$ cat config.mk
export PLATFORM = sky130hd
export DESIGN_NAME = rx_word_packer
export DESIGN_NICKNAME = d
export VERILOG_FILES = /design/src/rtl/rx_word_packer.sv
export SDC_FILE = /design/constraint.sdc
export NUM_CORES = 1
export LEC_CHECK = 0
export ABC_AREA = 1
export CAP_MARGIN = 15
export CORE_ASPECT_RATIO = 0.9
export CORE_MARGIN = 3
export CORE_UTILIZATION = 58
export CTS_CLUSTER_SIZE = 12
export DETAILED_ROUTE_END_ITERATION = 10
export GPL_TIMING_DRIVEN = 0
export HOLD_SLACK_MARGIN = 0.1
export PLACE_DENSITY = 0.81
export SYNTH_ARGS = -nofsm -noshare
export SYNTH_HDL_FRONTEND = slang
export SYNTH_SLANG_ARGS = --single-unit
export TNS_END_PERCENT = 100
$ cat constraint.sdc
create_clock -name clk -period 2.72 [get_ports clk]
set_input_delay 0.272 -clock clk [delete_from_list [all_inputs] [get_ports clk]]
set_output_delay 0.272 -clock clk [all_outputs]
set_load 0.01 [all_outputs]
$ cat src/rtl/rx_word_packer.sv
// ============================================================================
// rx_word_packer
//
// Sits between the UART receiver and the processing core. Pairs received
// bytes little-endian into 16-bit words, queues them in a small FIFO, and
// presents each word to the core as a fixed-width valid pulse followed by a
// mandatory low gap. The core detects words on the rising edge of
// data_in_valid, which is why the gap is never skipped.
//
// Ports:
//   clk            in   1   single clock, posedge
//   rst            in   1   asynchronous active-high reset
//   rx_byte        in   8   received byte
//   rx_byte_valid  in   1   one-cycle strobe qualifying rx_byte
//   rx_error       in   1   one-cycle framing-error strobe
//   core_busy      in   1   blocks presentation of a new word while high
//   data_in        out  16  word to the core, stable until the next pop
//   data_in_valid  out  1   word strobe (HOLD_CYCLES high, GAP_CYCLES low)
//   overflow       out  1   sticky: a completed word was dropped (FIFO full)
//   fifo_level     out  $clog2(FIFO_DEPTH)+1  current FIFO occupancy
// ============================================================================
module rx_word_packer #(
    parameter int FIFO_DEPTH  = 4,
    parameter int HOLD_CYCLES = 2,
    parameter int GAP_CYCLES  = 2,
    parameter int TIMEOUT     = 1024
) (
    input  logic                          clk,
    input  logic                          rst,
    input  logic [7:0]                    rx_byte,
    input  logic                          rx_byte_valid,
    input  logic                          rx_error,
    input  logic                          core_busy,
    output logic [15:0]                   data_in,
    output logic                          data_in_valid,
    output logic                          overflow,
    output logic [$clog2(FIFO_DEPTH):0]   fifo_level
);

    localparam int PTR_W    = $clog2(FIFO_DEPTH);
    localparam int LVL_W    = PTR_W + 1;
    localparam int TO_W     = $clog2(TIMEOUT + 1);
    localparam int PACE_MAX = (HOLD_CYCLES > GAP_CYCLES) ? HOLD_CYCLES : GAP_CYCLES;
    localparam int PACE_W   = $clog2(PACE_MAX + 1);

    // ------------------------------------------------------------------
    // Byte assembler
    // ------------------------------------------------------------------
    typedef enum logic {
        WAIT_LO,
        WAIT_HI
    } asm_state_t;

    asm_state_t       asm_state_reg;
    logic [7:0]       lo_reg;
    logic [TO_W-1:0]  to_cnt_reg;

    logic             push_req;
    logic [15:0]      push_word;

    // A framing error on the same cycle as a byte kills that byte as well.
    assign push_req  = (asm_state_reg == WAIT_HI) && rx_byte_valid && !rx_error;
    assign push_word = {rx_byte, lo_reg};

    always_ff @(posedge clk or posedge rst) begin
        if (rst) begin
            asm_state_reg <= WAIT_LO;
            lo_reg        <= 8'h00;
            to_cnt_reg    <= '0;
        end else if (rx_error) begin
            asm_state_reg <= WAIT_LO;
            lo_reg        <= 8'h00;
            to_cnt_reg    <= '0;
        end else begin
            case (asm_state_reg)
                WAIT_LO: begin
                    if (rx_byte_valid) begin
                        lo_reg        <= rx_byte;
                        to_cnt_reg    <= '0;
                        asm_state_reg <= WAIT_HI;
                    end
                end
                WAIT_HI: begin
                    // The high byte is checked before the timeout, so a
                    // byte arriving on the expiry cycle still completes.
                    if (rx_byte_valid) begin
                        asm_state_reg <= WAIT_LO;
                    end else if (to_cnt_reg == TO_W'(TIMEOUT - 1)) begin
                        lo_reg        <= 8'h00;
                        asm_state_reg <= WAIT_LO;
                    end else begin
                        to_cnt_reg <= to_cnt_reg + TO_W'(1);
                    end
                end
                default: asm_state_reg <= WAIT_LO;
            endcase
        end
    end

    // ------------------------------------------------------------------
    // Word FIFO
    // ------------------------------------------------------------------
    logic [15:0]       mem_reg [FIFO_DEPTH];
    logic [PTR_W-1:0]  wr_ptr_reg;
    logic [PTR_W-1:0]  rd_ptr_reg;
    logic [LVL_W-1:0]  level_reg;
    logic              overflow_reg;

    logic              fifo_empty;
    logic              fifo_full;
    logic              push_ok;
    logic              pop;

    assign fifo_empty = (level_reg == '0);
    assign fifo_full  = (level_reg == LVL_W'(FIFO_DEPTH));

    // A full FIFO still takes a word when the head leaves on the same edge.
    assign push_ok = push_req && (!fifo_full || pop);

    // Storage has no reset so it can map onto RAM; emptiness is tracked by
    // the pointers and level alone.
    always_ff @(posedge clk) begin
        if (push_ok) begin
            mem_reg[wr_ptr_reg] <= push_word;
        end
    end

    always_ff @(posedge clk or posedge rst) begin
        if (rst) begin
            wr_ptr_reg   <= '0;
            rd_ptr_reg   <= '0;
            level_reg    <= '0;
            overflow_reg <= 1'b0;
        end else begin
            if (push_ok) begin
                wr_ptr_reg <= wr_ptr_reg + PTR_W'(1);
            end
            if (pop) begin
                rd_ptr_reg <= rd_ptr_reg + PTR_W'(1);
            end
            if (push_ok && !pop) begin
                level_reg <= level_reg + LVL_W'(1);
            end else if (!push_ok && pop) begin
                level_reg <= level_reg - LVL_W'(1);
            end
            if (push_req && !push_ok) begin
                overflow_reg <= 1'b1;
            end
        end
    end

    // ------------------------------------------------------------------
    // Output pacing
    // ------------------------------------------------------------------
    typedef enum logic [1:0] {
        IDLE,
        HOLD,
        GAP
    } out_state_t;

    out_state_t         out_state_reg;
    logic [PACE_W-1:0]  pace_cnt_reg;
    logic [15:0]        data_reg;
    logic               valid_reg;

    logic               pop_slot;

    // The last gap cycle doubles as the IDLE decision point so that
    // back-to-back words keep exactly GAP_CYCLES low clocks between pulses.
    assign pop_slot = (out_state_reg == IDLE) ||
                      ((out_state_reg == GAP) && (pace_cnt_reg == '0));
    assign pop      = pop_slot && !fifo_empty && !core_busy;

    always_ff @(posedge clk or posedge rst) begin
        if (rst) begin
            out_state_reg <= IDLE;
            pace_cnt_reg  <= '0;
            data_reg      <= 16'h0000;
            valid_reg     <= 1'b0;
        end else begin
            case (out_state_reg)
                IDLE: begin
                    if (pop) begin
                        // Simultaneous write to a full FIFO hits this same
                        // slot; the read returns the old head.
                        data_reg      <= mem_reg[rd_ptr_reg];
                        valid_reg     <= 1'b1;
                        pace_cnt_reg  <= PACE_W'(HOLD_CYCLES - 1);
                        out_state_reg <= HOLD;
                    end
                end
                HOLD: begin
                    if (pace_cnt_reg == '0) begin
                        valid_reg     <= 1'b0;
                        pace_cnt_reg  <= PACE_W'(GAP_CYCLES - 1);
                        out_state_reg <= GAP;
                    end else begin
                        pace_cnt_reg <= pace_cnt_reg - PACE_W'(1);
                    end
                end
                GAP: begin
                    if (pace_cnt_reg == '0) begin
                        if (pop) begin
                            data_reg      <= mem_reg[rd_ptr_reg];
                            valid_reg     <= 1'b1;
                            pace_cnt_reg  <= PACE_W'(HOLD_CYCLES - 1);
                            out_state_reg <= HOLD;
                        end else begin
                            out_state_reg <= IDLE;
                        end
                    end else begin
                        pace_cnt_reg <= pace_cnt_reg - PACE_W'(1);
                    end
                end
                default: begin
                    valid_reg     <= 1'b0;
                    out_state_reg <= IDLE;
                end
            endcase
        end
    end

    assign data_in       = data_reg;
    assign data_in_valid = valid_reg;
    assign overflow      = overflow_reg;
    assign fifo_level    = level_reg;

endmodule

# Yosys cells after proc, flatten, opt, wreduce, memory -nomap -nowiden
# Memories as Yosys holds them, arrays and structs flattened.
# Index checks and enable logic that the tools add are counted.
dict set report totals {
  ff_bits 49
  mem_bits_rw 64
  wordCells 93
  n_memories 1
}
# name words width read_ports rd_clocked_by_memory_dff wr line_no
set mem_list {}
lappend mem_list {mem_reg 4 16 1 0 1 103} ;# logic [15:0] mem_reg [FIFO_DEPTH];
dict set report op_classes {
  n_addsub 6
  n_eq_ne 11
  muxes 35
  bitwise_logic 1
  reduce_logical 28
}
# op n
set op_table {}
lappend op_table {{11-bit 2-to-1 mux} 4}
lappend op_table {{16-bit 2-to-1 mux} 2}
lappend op_table {{8-bit 2-to-1 mux} 4}
lappend op_table {{16-bit one-hot mux with 2 select lines} 1}
lappend op_table {{11-bit one-hot mux with 2 select lines} 1}
lappend op_table {{8-bit one-hot mux with 2 select lines} 1}
lappend op_table {{2-bit 2-to-1 mux} 6}
lappend op_table {{2-bit one-hot mux with 3 select lines} 2}
lappend op_table {{11-bit by 1-bit adder with 11-bit output (second input constant)} 1}
lappend op_table {{11-bit by 10-bit equality test with 1-bit output (second input constant)} 1}
lappend op_table {{1-bit 2-to-1 mux} 10}
lappend op_table {{1-bit logical AND} 9}
lappend op_table {{3-bit != test (second input constant)} 3}
lappend op_table {{3-bit AND reduction} 3}
lappend op_table {{1-bit zero test} 6}
lappend op_table {{3-bit 2-to-1 mux} 2}
lappend op_table {{2-bit by 1-bit adder with 2-bit output (second input constant)} 2}
lappend op_table {{2-bit zero test} 2}
lappend op_table {{2-bit != test (second input constant)} 2}
lappend op_table {{2-bit AND reduction} 2}
lappend op_table {{2-bit nonzero test} 2}
lappend op_table {{3-bit by 1-bit adder with 3-bit output (second input constant)} 1}
lappend op_table {{3-bit equality test (second input constant)} 1}
lappend op_table {{3-bit zero test} 1}
lappend op_table {{other kinds (11)} 12}

# Logic depth before layout (Yosys ltp)
dict set report depth {
  word_depth 11
  depth_mapped 15
  ltp_nobuf 15
}

# Worst setup path before layout
# No wires, ideal clock.
dict set report synth_timing {
  path_kind {register -> register}
  start {register out_state_reg[0]}
  end {register level_reg[1] (netlist: fifo_level[1])}
  setup_time_ns 0.125
  arrival_ns 2.158
  slack_ns 0.437
  stages_incl_launch_ff 13
  synth_period_minus_slack_ns 2.283
  cell_sequence {dfrtp_1 inv_1 ha_1 nand2_1 nand2_1 nand2_2 nand3_1 nand2_2 inv_1 ha_1 inv_1 fa_1 mux2_2}
}
dict set report synth_via {
  elab_chain_len 10
  elab_cells_between_ends 14
  cone_classes {eq/ne: 1; mux: 1; reduce/logical: 12}
}
# item line_no
set synth_lines {}
lappend synth_lines {{start: declaration} 161} ;# out_state_t out_state_reg;
lappend synth_lines {{start signal: assignment} 176} ;# out_state_reg <= IDLE;
lappend synth_lines {{start signal: assignment} 189} ;# out_state_reg <= HOLD;
lappend synth_lines {{start signal: assignment} 196} ;# out_state_reg <= GAP;
lappend synth_lines {{2-bit equality test} 171} ;# ((out_state_reg == GAP) && (pace_cnt_reg == '0));
lappend synth_lines {{1-bit logical AND} 171}
lappend synth_lines {{1-bit logical OR *} 170} ;# assign pop_slot = (out_state_reg == IDLE) ||
lappend synth_lines {{1-bit logical AND * (2 in series)} 172} ;# assign pop = pop_slot && !fifo_empty && !core_busy;
lappend synth_lines {{1-bit logical OR *} 118} ;# assign push_ok = push_req && (!fifo_full || pop);
lappend synth_lines {{1-bit logical AND *} 118}
lappend synth_lines {{named net push_ok} 111} ;# logic push_ok;
lappend synth_lines {{1-bit zero test} 143} ;# end else if (!push_ok && pop) begin
lappend synth_lines {{1-bit logical AND} 143}
lappend synth_lines {{2-bit nonzero test (no source line)} --}
lappend synth_lines {{end signal: assignment} 142} ;# level_reg <= level_reg + LVL_W'(1);
lappend synth_lines {{end signal: assignment} 144} ;# level_reg <= level_reg - LVL_W'(1);
lappend synth_lines {{end: declaration} 106} ;# logic [LVL_W-1:0] level_reg;
# The timed path passes the listed nets; every way through them passes the cells marked *.
# A chain may end at the register's enable or synchronous reset.

# Final worst setup path
# Same ends and word-level chain as after synthesis.

==> impl_metrics.ini <==
[cells_and_area]
syn_to_final_growth_pct = 22.9
fin_area_um2 = 6100
layout.area.seq_um2 = 3150
multiInputGateArea_um2 = 1620
nets = 527
drive_above_1_share_pct = 15.3
n_fill_cell = 533
largest_register_ff_count = 64
n_antenna_cell = 0

[clock_network]
clkTransAtPathRegs_ps = 60
clk_latency_ps = 520
htreeDepth = 4
cts.path.max_buffers = 2
cts_tree = yes
cts_sinks = 113
clockRootBuffer = clkbuf_8
cts_made_buffers = 17

[routing]
wl_mm = 10.4
ant_nets = 0
top_layer_used = met4
drt_first_iter_violations = 334
met3WireLength_um = 737
via_per_inst = 5.51
dr.pass1.iters = 5
wl_met2_mm = 5.13
met1_length_mm = 4.35
drc_errors = 0
vias = 3476
wire_per_inst_um = 16.5

[synth]
synthArstFlopShare_pct = 43.4
yosys_warnings = 0
synth_seq_cells = 113
synth_flop_cell = edfxtp_1
syn_inst = 447
syn_nets = 471
syn_area_um2 = 4970
synth_area_per_cell_um2 = 11.1
synth-edff-count = 64
ys_seq_area_share_pct = 63.4
synthDistinctLibCells = 36

[timing]
fin_skew_ps = 6.87
rsz0062_at_grt = false
fmax_ghz = 0.403
slew_headroom_pct = 38.1
tightest_slew_ps = 928
report.final.slew_viol_count = 0
period_minus_slack_ps = 2480
final-hold-violation-count = 0
setup-violations-final = 0
fin_crit_sh_pct = 91.2
fin_tns_setup_ps = 0

[placed_design]
placed_cell_area_um2 = 5480
detailed_place_hpwl_mm = 6.79
numPortBuffers = 33
place.gp.congestion = 0.839

[pwr]
leakage_nw = 2.53
switching_power_w = 0.00202
comb_power_share_pct = 29.8
p_sw_share_pct = 31.9
ir_drop_mv = 0.689
totalPowerFinal_w = 0.00634
p_per_area_nw_per_um2 = 1040
clkPwrFrac_pct = 35.2
power_frac_seq_pct = 35.0
intPower_w = 0.00432

[global_routing]
grt_pass1_wl_mm = 16.9
grt-ovfl-total = 0
antenna_found_initial = 0
grt_pass1_vias = 3350
grt_max_degree = 29
grt_usage_pct = 23.2

[setup_path]
path_cells = inv_2 -> ha_2 -> inv_1 -> nand2_1 -> nand2_2 -> nand3_2 -> nand2_2 -> inv_1 -> ha_1 -> inv_1 -> fa_1 -> mux2_2
criticalPathCategory = flop to flop
cp.required_ps = 3130
cpMostUsedCell = inv_1
cpMaxStageDelayCell = fa_1
r2r_cells = 12
worstPathArrival_ps = 2890
endpoint_kind = flop
worstSetupStartpointType = flop
crit_family = adder cells
cpPeakStageDelay_ps = 410
rrSetupSlack_ps = 240
r2r_end = fifo_level[1]
cp_max_fo = 7
r2r_start = out_state_reg[0]
worst-path-buf-inv = 4

[floorplan]
initial_core_util_pct = 60.7
rows = 31
fp.dieArea_um2 = 9710
core_um2 = 8180
die_y_um = 93.8
num_io_pins = 34
die_w_um = 104

[min_path]
hold_path.class = primary input to async pin

[job]
cap_violations = 0

[run_status]
outcome = finished, final reports clean
==> Yosys cell counts, types with 4 or more instances <==
cell	number	share of area (%)
o21ai_0	34	3.4
nand2_1	83	6.3
nor2_4	4	0.91
nand3_1	25	2.5
mux2i_1	16	3.2
dfrtp_1	49	25
buf_2	6	0.60
clkbuf_1	6	0.45
edfxtp_1	64	39
ha_1	10	2.5
inv_1	34	2.6
nand4_1	10	1.3
o22ai_1	16	2.0
o21ai_2	6	1.1
nor2_1	42	3.2
a21oi_1	6	0.60
nand2_2	5	0.63
==> stage by stage <==
stage	hold slack, ps	cells	util, %	setup slack [ps]
3_5_place_dp	465	598	67.0	43.2
3_3_place_gp	467	595	66.5	-271
5_1_grt	121	631	74.6	14.9
6_report	105	631	74.6	239
2_1_floorplan	335	447	-	437
4_1_cts	102	630	74.2	68.4
==> layer usage <==
layer  vias up  GRT usage [%]
li1       1661              -
met1      1650           29.5
met2       138           37.1
met3        27           6.12
met4         0           11.8
met5         -              0
==> power by group through the flow <==
stage	clock network, W	logic [W]	registers [W]
6_report	0.00223	0.00189	0.00222
5_1_grt	0.00233	0.00211	0.00226
4_1_cts	0.00225	0.00185	0.00222
3_5_place_dp	0	0.00182	0.00225
3_3_place_gp	0	0.00177	0.00223
2_1_floorplan	0	0.00111	0.00228
==> worst max-delay path by stage <==
stage	start	cells past startpoint	slack [ps]	to
CTS	out_state_reg[0]	12	70	fifo_level[1]
floorplan	out_state_reg[0]	12	440	fifo_level[1]
detailed placement	rx_byte_valid	13	40	fifo_level[2]
finish	out_state_reg[0]	12	240	fifo_level[1]
global placement	rx_byte_valid	6	-270	mem_reg[1][3]
global route	out_state_reg[1]	15	10	fifo_level[2]
==> what timing repair did <==
action	4_1_cts	5_1_grt
gates resized for setup	0	8
setup endpoints to repair	0	36
setup buffers	0	1
hold buffers	0	0
==> worst register-to-register path, delay by kind of cell (launching register included) <==
family / cells / cell delay (ps)
simple gates: 4 / 510
buf+inv: 4 / 360
mux: 1 / 260
fa+ha+maj: 3 / 820
flops: 1 / 400
==> final cells by class <==
cell class | instances | area share (%)
Multi-Input combinational cell | 281 | 26.5
Clock inverter | 12 | 2.75
Clock buffer | 20 | 6.97
Inverter | 36 | 2.21
Sequential cell | 113 | 51.6
Tap cell | 115 | 2.36
Buffer | 17 | 1.52
Timing Repair Buffer | 37 | 6.11
==> logic make-up (layout without fill, tap and decap cells) <==
group / Yosys count / in the layout / share of synthesized area, %
AO/OA/AOI/OAI: 69 / 69 / 8.21
flip-flops: 113 / 113 / 63.4
adder cells (fa/ha/maj): 11 / 11 / 2.92
XOR/XNOR: 4 / 4 / 0.706
multiplexers: 17 / 17 / 3.45
buffers and inverters: 53 / 122 / 4.56
AND/OR/NAND/NOR: 180 / 180 / 16.8
==> cells in the final DEF, fill, tap and decap left out, drive strengths merged, types with 27 or more instances in the layout <==
cell,n
nor2,49
clkbuf,27
nand2,90
nand3,29
clkdlybuf4s50,33
edfxtp,64
inv,35
dfrtp,49
o21ai,43
No activity file was read; power rests on OpenSTA's default activity.
